## src/rtl/interp_acc_4tap.sv

```systemverilog
// Sums four signed tap products, adds the rounding offset, normalises and clips to an
// unsigned pixel. Tags every output with its column index and an end-of-row flag.
module interp_acc_4tap #(
    parameter int IN_W      = 16,
    parameter int OUT_W     = 8,
    parameter int SHIFT     = 6,
    parameter int N_SAMPLES = 32,
    parameter int CNT_W     = 5
) (
    input  logic                    clk,
    input  logic                    rst_n,
    input  logic                    sync_clr,
    input  logic                    in_valid,
    output logic                    in_ready,
    input  logic signed [IN_W-1:0]  p0,
    input  logic signed [IN_W-1:0]  p1,
    input  logic signed [IN_W-1:0]  p2,
    input  logic signed [IN_W-1:0]  p3,
    output logic                    out_valid,
    input  logic                    out_ready,
    output logic [OUT_W-1:0]        out_pix,
    output logic [CNT_W-1:0]        out_idx,
    output logic                    out_last
);

    localparam int A_W   = IN_W + 1;
    localparam int SUM_W = IN_W + 3;
    localparam logic signed [SUM_W-1:0] RND      = SUM_W'(1 << (SHIFT - 1));
    localparam logic signed [SUM_W-1:0] PIX_MAX  = SUM_W'((1 << OUT_W) - 1);
    localparam logic [CNT_W-1:0]        LAST_IDX = CNT_W'(N_SAMPLES - 1);

    function automatic logic signed [SUM_W-1:0] add_round(
        input logic signed [A_W-1:0] a,
        input logic signed [A_W-1:0] b
    );
        return {{2{a[A_W-1]}}, a} + {{2{b[A_W-1]}}, b} + RND;
    endfunction

    // Arithmetic shift floors toward minus infinity; negatives clip to 0.
    function automatic logic [OUT_W-1:0] shift_clip(input logic signed [SUM_W-1:0] s);
        logic signed [SUM_W-1:0] q;
        q = s >>> SHIFT;
        if (q < 0)
            return '0;
        else if (q > PIX_MAX)
            return '1;
        else
            return q[OUT_W-1:0];
    endfunction

    logic                    en;
    logic                    vld_p1;
    logic                    vld_p2;
    logic                    vld_p3;
    logic signed [A_W-1:0]   a_p1;
    logic signed [A_W-1:0]   b_p1;
    logic signed [SUM_W-1:0] s_p2;
    logic [CNT_W-1:0]        cnt;

    // Global stall: the whole pipe freezes while the output is held.
    assign en        = ~vld_p3 | out_ready;
    assign in_ready  = en & ~sync_clr;
    assign out_valid = vld_p3;

    // cnt counts valid S3 loads, so the index follows output order regardless of stalls.
    always_ff @(posedge clk or negedge rst_n) begin
        if (!rst_n) begin
            vld_p1   <= 1'b0;
            vld_p2   <= 1'b0;
            vld_p3   <= 1'b0;
            cnt      <= '0;
            out_pix  <= '0;
            out_idx  <= '0;
            out_last <= 1'b0;
        end else if (sync_clr) begin
            vld_p1   <= 1'b0;
            vld_p2   <= 1'b0;
            vld_p3   <= 1'b0;
            cnt      <= '0;
            out_idx  <= '0;
            out_last <= 1'b0;
        end else if (en) begin
            vld_p1  <= in_valid & in_ready;
            vld_p2  <= vld_p1;
            vld_p3  <= vld_p2;
            out_pix <= shift_clip(s_p2);
            if (vld_p2) begin
                out_idx  <= cnt;
                out_last <= (cnt == LAST_IDX);
                cnt      <= (cnt == LAST_IDX) ? '0 : cnt + CNT_W'(1);
            end
        end
    end

    // S1: pairwise sums; S2: total plus rounding offset
    always_ff @(posedge clk) begin
        if (en) begin
            a_p1 <= {p0[IN_W-1], p0} + {p1[IN_W-1], p1};
            b_p1 <= {p2[IN_W-1], p2} + {p3[IN_W-1], p3};
            s_p2 <= add_round(a_p1, b_p1);
        end
    end

endmodule

```

## config.mk

```make
export PLATFORM = sky130hd
export DESIGN_NAME = interp_acc_4tap
export DESIGN_NICKNAME = d
export VERILOG_FILES = /design/src/rtl/interp_acc_4tap.sv
export SDC_FILE = /design/constraint.sdc
export NUM_CORES = 1
export LEC_CHECK = 0
export BUFFER_PORTS_ARGS = -buffer_cell sky130_fd_sc_hd__buf_2
export CORE_MARGIN = 2
export CORE_UTILIZATION = 32
export DETAILED_ROUTE_END_ITERATION = 12
export MAX_ROUTING_LAYER = met4
export PLACE_DENSITY = 0.59
export SKIP_CTS_REPAIR_TIMING = 1
export SYNTH_ARGS = -nofsm -noshare
export SYNTH_HDL_FRONTEND = slang
export SYNTH_SLANG_ARGS = --single-unit
```

## constraint.sdc

```tcl
create_clock -name clk -period 2.4 [get_ports clk]
set_input_delay 0 -clock clk [delete_from_list [all_inputs] [get_ports clk]]
set_output_delay 0 -clock clk [all_outputs]
set_load 0.03 [all_outputs]
```

# Yosys cells after proc, flatten, opt, wreduce, memory -nomap -nowiden
# Index checks and enable logic that the tools add are counted.
# totals
output_inout_bits	16
word_cells	45
inputBits	69
regBits	75
# op_classes
muxes	18
n_reduce_logical	4
n_bitwise	5
add_sub_neg	5
n_eq_ne	1
n_lt_le_gt_ge	2
# ops
op	n
5-bit two-way mux	7
16-bit by 16-bit adder with 17-bit output	2
18-bit by 7-bit adder with 19-bit output, second input constant	1
17-bit by 17-bit adder with 18-bit output	1
8-bit two-way mux	2
13-bit by 9-bit greater-than comparator with 1-bit output, second input constant	1
13-bit by 1-bit < comparator with 1-bit output, second input constant	1
1-bit two-way mux	9
5-bit by 1-bit adder with 5-bit output, second input constant	1
5-bit equality test, second input constant	1
2-bit AND reduction	2
2-bit nonzero test	2
1-bit bitwise AND	2
1-bit NOT	2
1-bit OR	1

# Logic depth before layout (Yosys ltp)
# logic_depth
depth_word	6
mapped_depth	10

# Worst setup path after synthesis
# OpenSTA, ideal clock, no wires.
# synth_path
kind	reg2reg
start	register vld_p3 (netlist: out_valid)
end	register out_pix[7]
path_stages_with_launch	7
arrival_ns	2.416
path_buffers	2
path_slack_ns	-0.112
cell_sequence	dfrtp_1 nor2b_1 inv_1 nand2b_1 clkbuf_1 clkbuf_1 o31ai_1
# synth_via
elab_chain_cells	3
# synth_lines
item	line	source
from (decl)	54	logic vld_p3;
from (signal assigned)	85	vld_p3 <= vld_p2;
1-bit NOT	61	assign en = ~vld_p3 | out_ready;
1-bit OR	61	
2-bit AND reduction (no line)	n/a	
to (signal assigned)	86	out_pix <= shift_clip(s_p2);
to (decl)	21	output logic [OUT_W-1:0] out_pix,
# Every way passes these cells.
# A chain may end at the register's enable or synchronous reset.

# Worst setup path in the final report
# layout_path
start	register b_p1[4]
end	register s_p2[17] (data pin)
# layout_via
elab_chain_cells	2
# layout_lines
item	line	source
from (decl)	56	logic signed [A_W-1:0] b_p1;
from (signal assigned)	99	b_p1 <= {p2[IN_W-1], p2} + {p3[IN_W-1], p3};
17-bit by 17-bit adder with 18-bit output	36	return {{2{a[A_W-1]}}, a} + {{2{b[A_W-1]}}, b} + RND;
18-bit by 7-bit adder with 19-bit output	36	
to (signal assigned)	100	s_p2 <= add_round(a_p1, b_p1);
to (decl)	57	logic signed [SUM_W-1:0] s_p2;
# Every way passes these cells.

==> results.sh <==
export IMPL_drt_total_wl_um=9370
export IMPL_syn_area_mm2=0.00460
export IMPL_yosys_warnings=0
export IMPL_max_cap_violations=0
export IMPL_numCtsBuffers=9
export IMPL_fp_dieH_um=124
export IMPL_slowest_delay_ns=0.41
export IMPL_syn_area_per_cell_um2=10.7
export IMPL_globalplace_congestion=0.929
export IMPL_status="complete, no violations"
export IMPL_peakVddDrop_uv=539
export IMPL_core_area_mm2=0.0140
export IMPL_start_kind="flop"
export IMPL_die_x_um=124
export IMPL_syn_inst=431
export IMPL_seq_area_frac_synth_pct=42.6
export IMPL_crit_fanout=3
export IMPL_tightest_slew_ns=0.793
export IMPL_wire_per_inst_um=13.0
export IMPL_cts_sinks=69
export IMPL_dr_first_iter_drc_count=265
export IMPL_rsz0062_at_grt="yes"
export IMPL_drive_gt1_share_pct=25.5
export IMPL_slew_headroom_pct=47.1
export IMPL_routed_via_density=4.94
export IMPL_antenna_found_initial=0
export IMPL_antenna_cells=0
export IMPL_cp_end_kind="flop"
export IMPL_timing_final_crit_share_pct=97.6
export IMPL_fmax_mhz=427
export IMPL_layout_commonest_cell="buf_2"
export IMPL_fin_area_mm2=0.00576
export IMPL_post_dp_cell_area_mm2=0.00532
export IMPL_areaGrowthSynthToFinish_pct=25.0
export IMPL_crit_chain="ha_4 -> ha_4 -> a31o_1 -> a21o_2 -> a311oi_2 -> buf_4 -> o31ai_4 -> a21oi_2 -> xor2_1"
export IMPL_p_per_area_mw_per_mm2=887
export IMPL_path_class="flop to flop"
export IMPL_grt_max_degree=51
export IMPL_period_needed_ns=2.34
export IMPL_cpMaxStageDelayCell="edfxtp_1"
export IMPL_synth_top_area_share_pct=30.7
export IMPL_leakagePower_nw=2.59
export IMPL_syn_nets=568
export IMPL_cp_required_ns=2.48
export IMPL_crit_arrival_ns=2.42
export IMPL_p_total_mw=5.11
export IMPL_seq_area_mm2=0.00196
export IMPL_clockRootBuffer="clkbuf_16"
export IMPL_vias=3567
export IMPL_synth_edf_count=47
export IMPL_std_cell_rows=43
export IMPL_cts_tree="done"
export IMPL_grtUsageTotal_pct=12.9
export IMPL_cts_clk_slew_worst_paths_ns=0.06
export IMPL_grt_remaining_overflow=0
export IMPL_grt_pass1_vias=3351
export IMPL_fin_skew_ns=0.00803
export IMPL_grt_pass1_wl_um=15200
export IMPL_cts_max_path_buffers=2
export IMPL_yosysTopAreaCell="edfxtp_1"
export IMPL_io_pins=85
export IMPL_r2r_setup_slack_ns=0.06
export IMPL_htreeDepth=3
export IMPL_synth_ff_latch_count=69
export IMPL_nFillCells=1375
export IMPL_yosysUniqueCellTypes=53
export IMPL_hold_path_class="input port to flop"
export IMPL_synthArstFlopShare_pct=31.9
export IMPL_die_area_mm2=0.0154
export IMPL_layout_common_cells="buf_2, ha_1, edfxtp_1"
export IMPL_crit_buf_inv=1
export IMPL_clk_insertion_delay_late_ns=0.34
export IMPL_route_detailed_drc=0
export IMPL_antenna_left=0
export IMPL_final_nets=674
export IMPL_synthFlopType="edfxtp_1"
export IMPL_hpwl_um=7290
export IMPL_finalMaxSlewViolations=0
export IMPL_drt_pass1_iter_count=4
export IMPL_multiInputGateArea_mm2=0.00266
export IMPL_synth_area_leaders="edfxtp_1, ha_1, dfrtp_1"
export IMPL_final_setup_viol_count=0
export IMPL_hold_viol=0
export IMPL_crit_top_cell="ha_4"
export IMPL_initial_utilization_pct=32.9
export IMPL_io_buffers=84
export IMPL_cp_top_family="compound AO/OA/AOI/OAI gates"
through the flow:
step                TNS (ns)  util [%]  hold slack (ns)  setup WS (ns)  std cells
floorplan                  0         -           -0.296        0.00253        431
global placement      -0.143      38.0          -0.0201        -0.0587        699
detailed placement    -0.406      38.0         -0.00278         -0.104        699
CTS                   -0.472      39.9           -0.357         -0.116        715
global route          -0.114      41.1           0.0560        -0.0446        722
finish                     0      41.1           0.0252         0.0567        722
cells in the mapped netlist, types with 4 or more instances:
| cell type | instances |
|---|---|
| ha_1 | 66 |
| edfxtp_1 | 47 |
| a21oi_1 | 42 |
| nand2_1 | 29 |
| xnor2_1 | 28 |
| nor2_1 | 25 |
| o21ai_0 | 25 |
| dfrtp_1 | 22 |
| inv_1 | 18 |
| nand2b_1 | 10 |
| xor2_1 | 9 |
| a21o_1 | 8 |
| a22o_1 | 8 |
| o31ai_1 | 8 |
| nand3_1 | 7 |
| nor3_1 | 7 |
| clkbuf_1 | 6 |
| a211oi_1 | 4 |
| a31oi_1 | 4 |
| and3_1 | 4 |
| nor2b_1 | 4 |
| o211ai_1 | 4 |
| o22ai_1 | 4 |
cells by family after synthesis:
group / synth area share (%)
adder cells (fa/ha/maj): 18.8
flip-flops: 42.6
AND/OR/NAND/NOR: 10.2
multiplexers: 0.217
buffers and inverters: 2.04
AO/OA/AOI/OAI: 19.0
XOR/XNOR: 7.04
final timing paths:
path | start | to | cells past startpoint
worst max-delay path | b_p1[4] | s_p2[17] | 9
worst min-delay path | p3[1] | b_p1[1] | 2
worst max register to register | b_p1[4] | s_p2[17] | 9
worst min register to register | out_pix[5] | out_pix[5] | 2
max in group asynchronous | rst_n | out_pix[6] | 2
min in group asynchronous | rst_n | out_idx[3] | 2
worst register-to-register path, delay by kind of cell, from the launching register on:
| family | cells | cell delay [ns] |
|---|---|---|
| AOI/OAI and AO/OA | 5 | 0.90 |
| xor gates and xnor gates | 1 | 0.08 |
| adders and majority gates | 2 | 0.50 |
| buffers and inverters | 1 | 0.18 |
| DFF | 1 | 0.41 |
power by group:
part / total (mW) / internal [mW] / switching, mW
clock network: 1.20 / 0.697 / 0.503
logic: 2.11 / 0.983 / 1.12
registers: 1.80 / 1.68 / 0.117
final cells by class:
class / count / area share, %
Tap cell: 180 / 3.91
Clock buffer: 10 / 3.98
Inverter: 18 / 1.24
Multi-Input combinational cell: 337 / 46.3
Timing Repair Buffer: 102 / 9.91
Sequential cell: 69 / 34.1
Clock inverter: 6 / 0.609
state kept, by name, indices dropped and copies added, names as in the netlist:
register and cells:
a_p1 17, vld_p2 1, out_idx 5, s_p2 13, out_pix 8, out_valid 1, vld_p1 1, b_p1 17
cnt 5, out_last 1
layer usage:
metal  GRT usage (%)  wire, µm  up-vias
met5               -         0        -
met3            2.43       450       14
met4            4.63       180        0
met2            20.3      4300       97
li1                -         -     1840
met1            16.6      4440     1616
No activity file was read; power rests on OpenSTA's default activity.
